**config.mk**
```make
export PLATFORM = sky130hd
export DESIGN_NAME = mult_seq_ctrl
export DESIGN_NICKNAME = d
export VERILOG_FILES = /design/src/rtl/mult_seq_ctrl.sv
export SDC_FILE = /design/constraint.sdc
export NUM_CORES = 1
export LEC_CHECK = 0
export CAP_MARGIN = 25
export CORE_ASPECT_RATIO = 1.75
export CORE_MARGIN = 1.5
export CORE_UTILIZATION = 48
export CTS_CLUSTER_SIZE = 24
export DETAILED_ROUTE_END_ITERATION = 10
export GPL_TIMING_DRIVEN = 0
export PLACE_DENSITY_LB_ADDON = 0.15
export SETUP_SLACK_MARGIN = 0.15
export SYNTH_ARGS = -nofsm -noshare
export SYNTH_HDL_FRONTEND = slang
export SYNTH_SLANG_ARGS = --single-unit
```
**constraint.sdc**
```tcl
create_clock -name clk -period 15.05 [get_ports clk]
set_clock_uncertainty 0.05 [all_clocks]
set_input_delay 3.7625 -clock clk [delete_from_list [all_inputs] [get_ports clk]]
set_output_delay 3.7625 -clock clk [all_outputs]
set_load 0.03 [all_outputs]
```
**src/rtl/mult_seq_ctrl.sv**
```systemverilog
// mult_seq_ctrl: multi-cycle unsigned N x N -> 2N shift-add multiplier.
// One N-bit ripple-carry adder is reused for N iterations. The product sits
// in hi/lo and is valid from the done pulse until the next accepted start
// or rst.
//
// Ports:
//   clk   - system clock, rising edge
//   rst   - synchronous active-high reset
//   start - multiply request, sampled only in IDLE
//   a, b  - multiplicand / multiplier, captured when start is accepted
//   busy  - high while iterating (RUN)
//   done  - one-cycle pulse, hi/lo hold the final product
//   hi/lo - upper/lower half of the product register

module rc_adder #(
  parameter int W = 32
) (
  input  logic [W-1:0] a,
  input  logic [W-1:0] b,
  output logic [W-1:0] s,
  output logic         c
);
  logic [W:0] carry;

  assign carry[0] = 1'b0;

  generate
    for (genvar gi = 0; gi < W; gi++) begin : g_bit
      assign s[gi]       = a[gi] ^ b[gi] ^ carry[gi];
      assign carry[gi+1] = (a[gi] & b[gi]) | (carry[gi] & (a[gi] ^ b[gi]));
    end
  endgenerate

  assign c = carry[W];
endmodule

module mult_seq_ctrl #(
  parameter int N = 32
) (
  input  logic         clk,
  input  logic         rst,
  input  logic         start,
  input  logic [N-1:0] a,
  input  logic [N-1:0] b,
  output logic         busy,
  output logic         done,
  output logic [N-1:0] hi,
  output logic [N-1:0] lo
);
  localparam int CW = $clog2(N) + 1;

  localparam logic [1:0] IDLE = 2'd0;
  localparam logic [1:0] RUN  = 2'd1;
  localparam logic [1:0] DONE = 2'd2;

  localparam logic [CW-1:0] LAST = CW'(N - 1);

  logic [1:0]    state_reg;
  logic [CW-1:0] cnt_reg;
  logic [N-1:0]  m_reg;
  logic [N-1:0]  hi_reg;
  logic [N-1:0]  lo_reg;

  logic [N-1:0] sum;
  logic         carry;

  // The shared adder always sees hi + m; its result is only used when the
  // current multiplier bit (lo[0]) is set.
  rc_adder #(.W(N)) u_adder (
    .a (hi_reg),
    .b (m_reg),
    .s (sum),
    .c (carry)
  );

  always_ff @(posedge clk) begin
    if (rst) begin
      state_reg <= IDLE;
      cnt_reg   <= '0;
      m_reg     <= '0;
      hi_reg    <= '0;
      lo_reg    <= '0;
    end else begin
      case (state_reg)
        IDLE: begin
          if (start) begin
            m_reg     <= a;
            hi_reg    <= '0;
            lo_reg    <= b;
            cnt_reg   <= '0;
            state_reg <= RUN;
          end
        end
        RUN: begin
          // The {hi,lo} pair shifts right one bit per iteration. The bit
          // shifted out of hi (or the sum) fills the top of lo, while the
          // multiplier bits already consumed leave through the bottom of lo.
          if (lo_reg[0]) begin
            hi_reg <= {carry, sum[N-1:1]};
            lo_reg <= {sum[0], lo_reg[N-1:1]};
          end else begin
            hi_reg <= {1'b0, hi_reg[N-1:1]};
            lo_reg <= {hi_reg[0], lo_reg[N-1:1]};
          end
          cnt_reg <= cnt_reg + 1'b1;
          if (cnt_reg == LAST) begin
            state_reg <= DONE;
          end
        end
        DONE: begin
          state_reg <= IDLE;
        end
        default: begin
          state_reg <= IDLE;
        end
      endcase
    end
  end

  assign busy = (state_reg == RUN);
  assign done = (state_reg == DONE);
  assign hi   = hi_reg;
  assign lo   = lo_reg;
endmodule

```
### Yosys cells after proc, flatten, opt, wreduce, memory -nomap -nowiden

Cells that the tools add are included.

| word-level totals | value |
|---|---|
| bits in writable memories | 0 |
| input port bits | 67 |
| bits in registers | 104 |
| bits in latches | 0 |
| word-level logic and storage cells | 184 |
| memories | 0 |
| bits in read-only memories | 0 |

| cells by class | value |
|---|---|
| mux-type cells | 11 |
| eq/ne operators | 5 |
| multiply operators | 0 |
| order comparisons | 0 |
| reductions and logical operators | 5 |
| bitwise gates (word level) | 157 |
| $add $sub $neg | 1 |
| div/mod/pow operators | 0 |
| shift-type cells | 0 |

Operators with widths:

| operator | number |
|---|---|
| $mux W32 | 4 |
| $pmux W32 S2 | 2 |
| $and A1 B1 Y1 | 63 |
| $xor A1 B1 Y1 | 63 |
| $or A1 B1 Y1 | 31 |
| $pmux W6 S2 | 1 |
| $add A6 B1 Y6 const B | 1 |
| $eq A6 B5 Y1 const B | 1 |
| $mux W6 | 1 |
| $reduce_and A2 Y1 | 3 |
| $mux W2 | 2 |
| $pmux W2 S2 | 1 |
| $eq A2 B1 Y1 const B | 1 |
| $eq A2 B2 Y1 const B | 1 |
| $logic_not A2 Y1 | 1 |
| $ne A2 B1 Y1 const B | 1 |
| $ne A2 B2 Y1 const B | 1 |
| $reduce_bool A2 Y1 | 1 |

### Logic depth before layout (Yosys ltp)

| depth | value |
|---|---|
| depth after elaboration | 65 |
| mapped depth | 36 |

### Hierarchy

Synthesis repeated with hierarchy kept, for this count alone.

| second synthesis, totals | value |
|---|---|
| cells, all modules | 503 |
| area total of the unflattened synthesis | 4724.5 um^2 |

By module, submodules not included:

| module | area each (um^2) | sequential area each (um^2) | times used | cells an instance |
|---|---|---|---|---|
| mult_seq_ctrl | 4053.9 | 2082.0 | 1 | 461 |
| rc_adder | 670.6 | 0.0 | 1 | 42 |

### Worst setup path after synthesis

No wires, ideal clock.

| timing path | value |
|---|---|
| kind | register to register |
| from | register hi_reg[0], in the netlist hi[0] |
| to | register hi_reg[30], in the netlist hi[30] |
| arrival | 12.511 ns |
| data required time | 14.871 ns |
| clock period less this slack | 12.690 ns |
| cell stages (with the launch flop) | 37 |
| buffers on the path | 0 |
| slack | 2.360 ns |
| path through | dfxtp_1 ha_1 fa_1 fa_1 fa_1 fa_1 fa_1 fa_1 fa_1 fa_1 fa_1 fa_1 fa_1 fa_1 fa_1 fa_1 fa_1 fa_1 fa_1 fa_1 fa_1 fa_1 fa_1 fa_1 fa_1 fa_1 fa_1 fa_1 fa_1 fa_1 fa_1 inv_1 fa_1 inv_1 fa_1 mux2i_1 o32ai_1 |

| between the ends | value |
|---|---|
| longest elaborated chain between the ends | 64 |

RTL lines:

| element | line | source |
|---|---|---|
| from (decl) | 61 | `logic [N-1:0] hi_reg;` |
| from (signal assigned) | 99 | `hi_reg <= {carry, sum[N-1:1]};` |
| from (signal assigned) | 102 | `hi_reg <= {1'b0, hi_reg[N-1:1]};` |
| $and A1 B1 Y1 (2 in series) | 30 | `assign carry[gi+1] = (a[gi] & b[gi]) \| (carry[gi] & (a[gi] ^ b[gi]));` |
| $or A1 B1 Y1 | 30 |  |
| $and A1 B1 Y1 | 30 |  |
| $or A1 B1 Y1 | 30 |  |
| $and A1 B1 Y1 | 30 |  |
| $or A1 B1 Y1 | 30 |  |
| $and A1 B1 Y1 | 30 |  |
| $or A1 B1 Y1 | 30 |  |
| (+47 left out) | - |  |
| $or A1 B1 Y1 | 30 |  |
| $and A1 B1 Y1 | 30 |  |
| $or A1 B1 Y1 | 30 |  |
| $and A1 B1 Y1 | 30 |  |
| $or A1 B1 Y1 | 30 |  |
| $xor A1 B1 Y1 | 29 | `assign s[gi] = a[gi] ^ b[gi] ^ carry[gi];` |
| $mux W32 | 98 | `if (lo_reg[0]) begin` |
| $pmux W32 S2 | 84 | `case (state_reg)` |

No other way between the ends.
A chain may end at the register's enable or synchronous reset.

### Worst setup path after layout

Ends and elaborated chain as after synthesis.

==> impl_metrics.toml <==
[run_status]
status = "complete, no violations"

[cells_and_area]
fillerInstances = 832
multi_input_area_sq_um = 2500
drive_above_1_share = 0.0841
area_growth_pct = 36.5
most-common-layout-cells = "clkdlybuf4s50_1, dfxtp_1, nor2_1"
postLayoutCoreUtil = 0.670
seq_area_sq_um = 2080
layout_commonest_cell = "clkdlybuf4s50_1"
final_nets = 750
antenna_cells = 0

[setup_path]
worst-setup-path-type = "register to register"
crit_path_start_kind = "register"
cp_data_required_time_ns = 15.20
cpMaxStageDelayCell = "fa_1"
crit_path_max_fanout = 4
slowest_delay_ns = 0.42
cp_common_cell = "fa_1"
cpLargestDelayFamily = "adder cells"
worst_ep_arrival_time_ns = 13.43
ff2ff_setup_slack_ns = 1.77
cp-end-kind = "register"
path_buf_inv = 2

[synthesis]
ys_warn_count = 0
syn-instance-count = 507
synthArstFlopShare = 0
syn_area_per_cell_sq_um = 9.53
ys_seq_elements = 104
synth_top_family_by_area = "simple AND/OR/NAND/NOR gates"
synth_compound_area_frac = 0.112
synth_top_area_frac = 0.431
synth_ff_type = "dfxtp_1"
synthMuxAreaShare = 0.0668
ys_seq_area_frac = 0.431
synth_simple_gate_area_frac = 0.205
yosys.area.top_type = "dfxtp_1"
syn-num-nets = 607
synth_xor_area_frac = 0
synth_area_sq_um = 4830
synthTopCellsByArea = "dfxtp_1, fa_1, nor2_1"
synth_edf_count = 0
synth_cell_type_count = 37
synth-adder-area-share = 0.134

[grt]
grt_start_max_net_pins = 17
first_global_vias = 4237
overflow = 0
antenna_found_initial = 0
grt.total_usage = 0.235
grt_pass1_wl_um = 19700

[routing]
wl_per_cell_um = 15.3
dr.pass1.iters = 4
first_iter_violations = 121
viasPerCell = 5.27
drtAntennaViolNets = 0
vias = 4105
drc = 0
totalWireLength_um = 11900

[cts]
postCtsSetupBuffers = 0
clock_latency_ns = 0.34
clk_pin_slew_ns = 0.07
clkSinkCount = 104
root_buffer = "clkbuf_16"
cts_resized = 0
cts_hold_buf = 0
numCtsBuffers = 9
cts_tree = "yes"
h-tree-depth = 3
cts_buffer_depth = 2

[run]
cap_viol_max_count = 0

[place]
io_buffers = 132
dp_hpwl_um = 9240
gp_congestion = 0.801
dp_slack_ns = 1.83

[die]
core_sq_um = 9850
rows = 48
fp.dieArea_sq_um = 10700
initial_core_util = 0.491
die_h_um = 136
io_pins = 133
die_w_um = 78.9

[min_path]
hold_path_class = "register to register"

[timing]
setup_viol = 0
fin_crit_ns = 13.28
slew_headroom = 0.612
worst_slew_pin_slew_ns = 0.580
finalHoldViolCount = 0
setup_ws_ns = 1.77
clock.fmax_mhz = 75.3
finalCritPeriodShare = 0.882
rsz0062_at_grt = "no"
slew_violations = 0
fin_tns_setup_ns = 0

[power_and_ir_drop]
powerDensity_nw_per_um2 = 102
ir_drop_uv = 68.3
total_leakage_power_nw = 2.63
## per-stage QoR
step	instances	instance area [sq um]	hold slack (ns)	total power (W)
5_1_grt	779	6600	0.447	0.000704
4_1_cts	779	6600	0.426	0.000680
3_5_place_dp	764	6310	0.417	0.000454
2_1_floorplan	507	4830	0.386	0.000394
3_3_place_gp	764	6310	0.397	0.000450
6_report	779	6600	0.419	0.000674
## routing by layer
metal | up-vias | wire, um | track usage
met5 | - | 0 | 0
met4 | 0 | 197 | 0.0838
met3 | 13 | 529 | 0.0471
met2 | 103 | 6530 | 0.442
met1 | 1967 | 4670 | 0.256
li1 | 2022 | - | -
## power by group
| group | total [W] | switching [W] | internal [W] |
|---|---|---|---|
| registers | 0.000307 | 0.0000141 | 0.000293 |
| logic | 0.000140 | 0.0000763 | 0.0000636 |
| clock network | 0.000227 | 0.0000994 | 0.000128 |
| total | 0.000674 | 0.000190 | 0.000485 |
## logic make-up (layout without fill, tap and decap cells)
logic type      after synthesis  count (layout)
flops                       104             104
compound gates               80              80
fa+ha+maj                    33              33
simple gates                214             214
buf+inv                      44             191
mux                          32              32
## path summary, 6_finish.rpt
| kind | from | end | depth (start not counted) |
|---|---|---|---|
| worst max-delay path | hi[0] | hi[30] | 36 |
| worst min-delay path | m_reg[30] | m_reg[30] | 2 |
| worst max register to register | hi[0] | hi[30] | 36 |
| worst min register to register | m_reg[30] | m_reg[30] | 2 |
## worst min-delay path, stage by stage (launching register included)
cell,delay [ns]
dfxtp_1,0.31
nand2_1,0.05
a21oi_1,0.06
## cell usage after synthesis, types with 3 or more instances
master	count
dfxtp_1	104
nor2_1	86
nand2_1	64
a21oi_1	39
fa_1	31
mux2i_1	30
o2bb2ai_1	29
nor4_1	26
buf_2	20
clkbuf_1	8
nand2b_1	8
nor3_1	8
buf_6	6
or3b_2	6
inv_1	5
buf_4	4
o22ai_1	3
## layout make-up
type | instances | share of cell area
clock inverter | 5 | 0.00891
multi-input combinational | 359 | 0.379
sequential | 104 | 0.316
inverter | 5 | 0.00284
tap | 125 | 0.0237
timing repair buffer | 132 | 0.200
clock buffer | 10 | 0.0347
buffer | 39 | 0.0351
Power figures use the tool's default switching activity.
